==> config.mk <==
export PLATFORM = sky130hd
export DESIGN_NAME = uart_tx_fifo
export DESIGN_NICKNAME = d
export VERILOG_FILES = /design/src/rtl/uart_tx_fifo.sv
export SDC_FILE = /design/constraint.sdc
export NUM_CORES = 1
export LEC_CHECK = 0
export ABC_AREA = 1
export BUFFER_PORTS_ARGS = -buffer_cell sky130_fd_sc_hd__buf_2
export CAP_MARGIN = 5
export CORE_MARGIN = 3
export CORE_UTILIZATION = 56
export DETAILED_ROUTE_END_ITERATION = 8
export GPL_ROUTABILITY_DRIVEN = 1
export HOLD_SLACK_MARGIN = 0.03
export PLACE_DENSITY_LB_ADDON = 0.08
export RECOVER_POWER = 25
export SKIP_LAST_GASP = 1
export SLEW_MARGIN = 0
export SYNTH_ARGS = -nofsm -noshare
export SYNTH_HDL_FRONTEND = slang
export SYNTH_SLANG_ARGS = --single-unit
==> constraint.sdc <==
create_clock -name clk -period 3.1 [get_ports clk]
set_input_delay 0.62 -clock clk [delete_from_list [all_inputs] [get_ports clk]]
set_output_delay 0.62 -clock clk [all_outputs]
set_load 0.02 [all_outputs]
==> src/rtl/uart_tx_fifo.sv <==
// uart_tx_fifo: DEPTH-entry byte FIFO feeding uart_top, launching one byte per frame while busy is low.
// Optional build macro UART_TX_FIFO_STATS_EN adds the frames_sent and timeouts counter outputs.
module uart_tx_fifo #(
    parameter int  DEPTH        = 16,
    parameter int  GAP_CYCLES   = 0,
    parameter int  BUSY_TIMEOUT = 16,
    localparam int AW           = $clog2(DEPTH)
) (
    input  logic          clk,
    input  logic          rst,
    input  logic [7:0]    s_data,
    input  logic          s_valid,
    output logic          s_ready,
    output logic          uart_wr_en,
    output logic [7:0]    uart_data_in,
    input  logic          uart_busy,
    output logic [AW:0]   level,
    output logic          empty,
    output logic          full,
    output logic          timeout
`ifdef UART_TX_FIFO_STATS_EN
    ,
    output logic [15:0]   frames_sent,
    output logic [7:0]    timeouts
`endif
);

    localparam int            TW         = $clog2(BUSY_TIMEOUT);
    localparam logic [AW:0]   LEVEL_FULL = (AW+1)'(DEPTH);
    localparam logic [AW:0]   LEVEL_ZERO = (AW+1)'(0);
    localparam logic [TW-1:0] TMO_LAST   = TW'(BUSY_TIMEOUT - 1);
    localparam logic [7:0]    GAP_LOAD   = 8'((GAP_CYCLES > 0) ? (GAP_CYCLES - 1) : 0);

    typedef enum logic [1:0] {
        ST_IDLE      = 2'd0,
        ST_WAIT_BUSY = 2'd1,
        ST_WAIT_DONE = 2'd2,
        ST_GAP       = 2'd3
    } state_e;

    state_e          state_q, state_d;
    logic [7:0]      mem_q [DEPTH];
    logic [7:0]      mem_d [DEPTH];
    logic [AW-1:0]   wr_ptr_q, wr_ptr_d;
    logic [AW-1:0]   rd_ptr_q, rd_ptr_d;
    logic [AW:0]     level_q, level_d;
    logic            empty_q, empty_d;
    logic            full_q, full_d;
    logic            s_ready_q, s_ready_d;
    logic            uart_wr_en_q, uart_wr_en_d;
    logic [7:0]      uart_data_in_q, uart_data_in_d;
    logic            timeout_q, timeout_d;
    logic [TW-1:0]   tmo_cnt_q, tmo_cnt_d;
    logic [7:0]      gap_cnt_q, gap_cnt_d;
    logic            push_s;
    logic            pop_s;

    // Launch sequencer: pops only from IDLE, then tracks the uart frame it started.
    always_comb begin
        state_d        = state_q;
        pop_s          = 1'b0;
        uart_wr_en_d   = 1'b0;
        uart_data_in_d = uart_data_in_q;
        timeout_d      = 1'b0;
        tmo_cnt_d      = tmo_cnt_q;
        gap_cnt_d      = gap_cnt_q;
        case (state_q)
            ST_IDLE: begin
                if (!empty_q && !uart_busy) begin
                    pop_s          = 1'b1;
                    uart_wr_en_d   = 1'b1;
                    uart_data_in_d = mem_q[rd_ptr_q];
                    tmo_cnt_d      = '0;
                    state_d        = ST_WAIT_BUSY;
                end else begin
                    state_d = ST_IDLE;
                end
            end
            ST_WAIT_BUSY: begin
                if (uart_busy) begin
                    state_d = ST_WAIT_DONE;
                end else if (tmo_cnt_q == TMO_LAST) begin
                    // The byte is abandoned; the uart never acknowledged it.
                    timeout_d = 1'b1;
                    state_d   = ST_IDLE;
                end else begin
                    tmo_cnt_d = tmo_cnt_q + TW'(1);
                end
            end
            ST_WAIT_DONE: begin
                if (!uart_busy) begin
                    if (GAP_CYCLES > 0) begin
                        gap_cnt_d = GAP_LOAD;
                        state_d   = ST_GAP;
                    end else begin
                        state_d = ST_IDLE;
                    end
                end else begin
                    state_d = ST_WAIT_DONE;
                end
            end
            ST_GAP: begin
                if (gap_cnt_q == 8'd0) begin
                    state_d = ST_IDLE;
                end else begin
                    gap_cnt_d = gap_cnt_q - 8'd1;
                end
            end
            default: begin
                state_d = ST_IDLE;
            end
        endcase
    end

    // FIFO bookkeeping: flags are derived from the next level so they come straight from flops.
    always_comb begin
        push_s   = s_valid && s_ready_q;
        mem_d    = mem_q;
        mem_d[wr_ptr_q] = push_s ? s_data : mem_q[wr_ptr_q];
        wr_ptr_d = push_s ? (wr_ptr_q + AW'(1)) : wr_ptr_q;
        rd_ptr_d = pop_s  ? (rd_ptr_q + AW'(1)) : rd_ptr_q;
        level_d  = level_q + {{AW{1'b0}}, push_s} - {{AW{1'b0}}, pop_s};
        empty_d  = (level_d == LEVEL_ZERO);
        full_d   = (level_d == LEVEL_FULL);
        s_ready_d = !full_d;
    end

    // Storage array; contents are not reset, the pointers define what is valid.
    always_ff @(posedge clk) begin
        mem_q <= mem_d;
    end

    // Control and output registers with synchronous reset.
    always_ff @(posedge clk) begin
        if (rst) begin
            state_q        <= ST_IDLE;
            wr_ptr_q       <= '0;
            rd_ptr_q       <= '0;
            level_q        <= '0;
            empty_q        <= 1'b1;
            full_q         <= 1'b0;
            s_ready_q      <= 1'b1;
            uart_wr_en_q   <= 1'b0;
            uart_data_in_q <= 8'h00;
            timeout_q      <= 1'b0;
            tmo_cnt_q      <= '0;
            gap_cnt_q      <= 8'd0;
        end else begin
            state_q        <= state_d;
            wr_ptr_q       <= wr_ptr_d;
            rd_ptr_q       <= rd_ptr_d;
            level_q        <= level_d;
            empty_q        <= empty_d;
            full_q         <= full_d;
            s_ready_q      <= s_ready_d;
            uart_wr_en_q   <= uart_wr_en_d;
            uart_data_in_q <= uart_data_in_d;
            timeout_q      <= timeout_d;
            tmo_cnt_q      <= tmo_cnt_d;
            gap_cnt_q      <= gap_cnt_d;
        end
    end

    assign s_ready      = s_ready_q;
    assign uart_wr_en   = uart_wr_en_q;
    assign uart_data_in = uart_data_in_q;
    assign level        = level_q;
    assign empty        = empty_q;
    assign full         = full_q;
    assign timeout      = timeout_q;

`ifdef UART_TX_FIFO_STATS_EN
    logic [15:0] frames_sent_q, frames_sent_d;
    logic [7:0]  timeouts_q, timeouts_d;

    // Frame counter wraps; timeout counter saturates so a stuck link stays visible.
    always_comb begin
        frames_sent_d = frames_sent_q;
        timeouts_d    = timeouts_q;
        if (pop_s) begin
            frames_sent_d = frames_sent_q + 16'd1;
        end else begin
            frames_sent_d = frames_sent_q;
        end
        if (timeout_d && (timeouts_q != 8'hFF)) begin
            timeouts_d = timeouts_q + 8'd1;
        end else begin
            timeouts_d = timeouts_q;
        end
    end

    // Statistics registers with synchronous reset.
    always_ff @(posedge clk) begin
        if (rst) begin
            frames_sent_q <= 16'd0;
            timeouts_q    <= 8'd0;
        end else begin
            frames_sent_q <= frames_sent_d;
            timeouts_q    <= timeouts_d;
        end
    end

    assign frames_sent = frames_sent_q;
    assign timeouts    = timeouts_q;
`endif

endmodule

# Yosys cells after proc, flatten, opt, wreduce, memory -nomap -nowiden
# Index checks and enable logic that the tools add are counted.
totals:
  regBits: 168
  inputBits: 12
  out_inout_bits: 18
  word_cells: 89
op_classes:
  add_sub_neg: 6
  n_lt_le_gt_ge: 3
  n_eq_ne: 10
  n_mux: 23
  n_bitwise: 4
  reduce_logical: 15
ops:
  columns: ["op", "n"]
  rows:
  - ["$bwmux W128", 1]
  - ["$bmux W8 S4", 2]
  - ["$mux W8", 6]
  - ["$demux W8 S4", 1]
  - ["$add A4 B1 Y4 const B", 3]
  - ["$mux W4", 3]
  - ["$ge A5 B5 Y1 const B", 2]
  - ["$not A4 Y5", 2]
  - ["$logic_not A8 Y1", 1]
  - ["$mux W2", 4]
  - ["$ne A2 B2 Y1 const B", 4]
  - ["$pmux W2 S4", 1]
  - ["$pmux W4 S2", 1]
  - ["$sub A8 B1 Y8 const B", 1]
  - ["$reduce_and A2 Y1", 3]
  - ["$add A5 B1 Y5", 1]
  - ["$eq A5 B5 Y1 const B", 1]
  - ["$logic_not A5 Y1", 1]
  - ["$lt A5 B1 Y1 const B", 1]
  - ["$sub A5 B1 Y5", 1]
  - ["$eq A2 B2 Y1 const B", 2]
  - ["$eq A4 B4 Y1 const B", 1]
  - ["$mux W1", 4]
  - ["$reduce_and A4 Y1", 1]
  - ["8 further kinds", 13]

# Logic depth before layout (Yosys ltp)
depth:
  word_depth: 7
  mapped_depth: 14
  ltp_nobuf: 13

# Least setup slack after synthesis
# No wires, ideal clock.
synth_timing:
  kind: "input -> register"
  from: "in uart_busy"
  to: "reg s_ready_q, in the netlist s_ready"
  setup_time_ps: 119
  arrival_ps: 2423
  path_slack_ps: 559
  cell_stages: 13
  path_buffers: 1
  cell_sequence: "nor2_1 > nand2_2 > inv_2 > buf_2 > ha_1 > inv_1 > ha_1 > fa_1 > xor2_1 > nor3_1 > nand2_1 > nor3_1 > inv_1"
synth_between:
  elab_chain_len: 7
synth_rtl:
  columns: ["element", "line_no", "rtl"]
  rows:
  - ["start: declaration", "16", "input logic uart_busy,"]
  - ["$logic_not A1 Y1", null, null]
  - ["$logic_and A1 B1 Y1", "69", "if (!empty_q && !uart_busy) begin"]
  - ["$mux W1", "69", null]
  - ["$mux W1", "67", "case (state_q)"]
  - ["net pop_s", "56", "logic pop_s;"]
  - ["$sub A5 B1 Y5", "122", "level_d = level_q + {{AW{1'b0}}, push_s} - {{AW{1'b0}}, pop_s};"]
  - ["$eq A5 B5 Y1", "124", "full_d = (level_d == LEVEL_FULL);"]
  - ["$logic_not A1 Y1", "125", "s_ready_d = !full_d;"]
  - ["end signal: assignment", "155", "s_ready_q <= s_ready_d;"]
  - ["end: declaration", "49", "logic s_ready_q, s_ready_d;"]
# The timed path passes the listed nets, and every way through them passes these cells.
# A chain may end at the register's enable or synchronous reset.

# Worst setup path in the final report
layout_timing:
  from: "reg wr_ptr_q[1]"
  to: "reg mem_q[69] (netlist bit), data pin"
layout_between:
  elab_chain_len: 6
layout_rtl:
  columns: ["element", "line_no", "rtl"]
  rows:
  - ["start: declaration", "44", "logic [AW-1:0] wr_ptr_q, wr_ptr_d;"]
  - ["start signal: assignment", "150", "wr_ptr_q <= wr_ptr_d;"]
  - ["$not A4 Y5 *", "119", "mem_d[wr_ptr_q] = push_s ? s_data : mem_q[wr_ptr_q];"]
  - ["$ge A5 B5 Y1 (not written as such) (tied with other cells)", "119", null]
  - ["$logic_and A1 B1 Y1 (not written as such) or $mux W8 (tied branches)", "119", null]
  - ["$mux W8", "119", null]
  - ["$demux W8 S4 or $mux W8 (tied branches)", "119", null]
  - ["$bwmux W128 *", "119", null]
  - ["end signal: assignment", "130", "mem_q <= mem_d;"]
  - ["end: declaration", "42", "logic [7:0] mem_q [DEPTH];"]
# Every way passes the cells marked *; elsewhere a longest branch is shown, timed or not. The select of a mux whose other input is x is not followed.

==> run metrics <==
clk_lat worst skew 0.43 ns; PD cells 764 nW/um2; Via density 5.53; most frequent cells in the layout 250 x nand2_1, 139 x nand3_1, 136 x inv_1, 128 x edfxtp_1, 105 x nor2_1; # H-tree levels 4; Warnings, synthesis 0; final setup vio count 0; post-cts sizing count 0; Slew Viols, Final 0; status finished, final reports clean; Post-Route WL 22,400 um; Logic pwr share 0.321; Period Utilization, post-route 0.855; Worst path max stage delay 0.53 ns; DRT antenna net count 0; sw frac 0.361; Worst slew margin 0.167; Post-Layout Inst Area 9460 um2; DPL Wire Length 14,700 um; sequential area share after synthesis 0.534; Mapped Area 8700 um2; Hold WC Path Type register to register; ys flop type edfxtp_1; total CTS buffers 17; die width 131 um; post-synthesis async set-or-reset flop share 0; Least-Margin Pin Slew 1.24 ns; CTS tree done; synthesized area per cell 8.38 um2; Min Hold Slack 0.468 ns; gr ovfl total 0; Initial DRT Pass Iterations 5; Sequential Power Share 0.407; Syn-to-layout area delta 8.73%; global-route wire length before repair 34,900 um; CP max FO 21; Max VDD drop 612 uV; most common cell after layout, fill and taps aside nand2_1; Pint 4.62 mW; initial core utilization 0.585; crit start category register; layout cells sized above 1 0.0680; CP max stage cell nor2_1; wire per inst 17.8 um; clk slew on worst S/H paths 0.07 ns; total power 7.23 mW; cell count after synthesis 1,038; worst path cell trace inv_2 > clkbuf_1 > o211ai_1 > nand2_1 > nand2_1 > nand3_1 > nor2_1 > nor2_1 > buf_4; syn_nets 1,067; CP Capture Type register; Setup Crit Path Kind register to register; Leak 3.96 nW; final design utilization 0.637; vias post-DR 6,958; Post-CTS Setup Bufs 0; dpl ws 0.478 ns; CP arrival 2.92 ns; CTS Hold Buffers Added 0; Final min period 2.65 ns; Switching Power 2.61 mW; full die area 17,100 um2; Layout Cells excl Fill 1,258; Hold Violations, Final 0; Top Ports 30; largest net degree at the start of global routing 99; Clock Skew 0.00931 ns; vias in the first global route 6,420; nets@finish 1,090; Synth cell types 32; DP Cell Count 1,226; Post-synth EDFFs 128; worst setup margin 0.451 ns; Antenna Cells 0; Tot GR Track Use 0.274; setup TNS 0 ns; row cnt 44; Core Area 14,900 um2; max-cap violations 0; maximum clock rate 377 MHz; unrepaired setup endpoints after global routing false; I/O Buffers 29; Area after DPL 8980 um2; root buf cell clkbuf_16; clock power share 0.272; Clock Path Buffers 2; chip height 131 um; DRT iter0 DRCs 832; Yosys reg bits 168; initial antenna violation count 0; CTS sink count 168; post-route DRC violation count 0; WP data required 3.37 ns; gpl congestion 0.888
[layer usage]
layer,share of wire,track usage,up-vias,wire [um]
met5,0,0,-,0
met4,0.028,0.103,0,626
met3,0.082,0.0610,46,1840
met2,0.46,0.425,317,10200
met1,0.43,0.379,3165,9750
li1,-,-,3430,-
[state kept, by name, indices dropped and copies added, names as in the netlist]
signal / count
uart_wr_en: 1
tmo_cnt_q: 4
wr_ptr_q: 4
s_ready: 1
mem_q: 128
rd_ptr_q: 4
uart_data_in: 8
full: 1
gap_cnt_q: 8
empty: 1
state_q: 2
level: 5
timeout: 1
[power groups by stage]
stage	registers [mW]	logic, mW	clock network, mW
after global placement	2.99	2.30	0
after CTS	2.94	2.33	1.99
final	2.94	2.32	1.96
after detailed placement	2.99	2.31	0
after global routing	2.96	2.59	2.08
after floorplan	3.06	1.56	0
[critical path, delay by kind of cell, from the launching register on]
family / cells / cell delay (ns)
flops: 1 / 0.34
simple gates: 5 / 0.93
buf+inv: 3 / 1.05
compound gates: 1 / 0.16
[layout make-up]
cell class	instances	area, um2
Multi-Input combinational cell	674	3170
Clock buffer	18	429
Timing Repair Buffer	59	349
Fill cell	1275	5400
Tap cell	184	230
Clock inverter	14	109
Inverter	141	529
Sequential cell	168	4650
[worst paths after layout]
path / start / to / slack [ns] / depth (start not counted)
worst max register to register: wr_ptr_q[1] / mem_q[69] / 0.45 / 9
worst min-delay path: gap_cnt_q[0] / gap_cnt_q[0] / 0.47 / 2
worst max-delay path: wr_ptr_q[1] / mem_q[69] / 0.45 / 9
worst min register to register: gap_cnt_q[0] / gap_cnt_q[0] / 0.47 / 2
[cells by family after synthesis]
group,synth area share
buf+inv,0.101
simple gates,0.253
xor+xnor,0.00705
compound gates,0.0801
flops,0.534
fa+ha+maj,0.0253
[Yosys cell counts (2+ instances only)]
cell / instances / area [um2]
a21oi_1: 46 / 230
buf_2: 25 / 125
buf_4: 8 / 60.1
buf_6: 10 / 113
clkbuf_1: 9 / 33.8
clkbuf_2: 2 / 10.0
dfxtp_1: 40 / 801
edfxtp_1: 128 / 3840
ha_1: 16 / 200
inv_1: 134 / 503
inv_2: 7 / 26.3
nand2_1: 249 / 935
nand2_2: 2 / 12.5
nand3_1: 139 / 696
nand4_1: 2 / 12.5
nor2_1: 105 / 394
nor2_2: 4 / 25.0
nor3_1: 6 / 30.0
nor4_1: 2 / 12.5
o211ai_1: 16 / 120
o21ai_0: 42 / 210
o21ai_1: 19 / 95.1
or2_0: 7 / 43.8
or2_1: 7 / 43.8
xnor2_1: 3 / 26.3
xor2_1: 4 / 35.0
No activity file was read; power rests on OpenSTA's default activity.
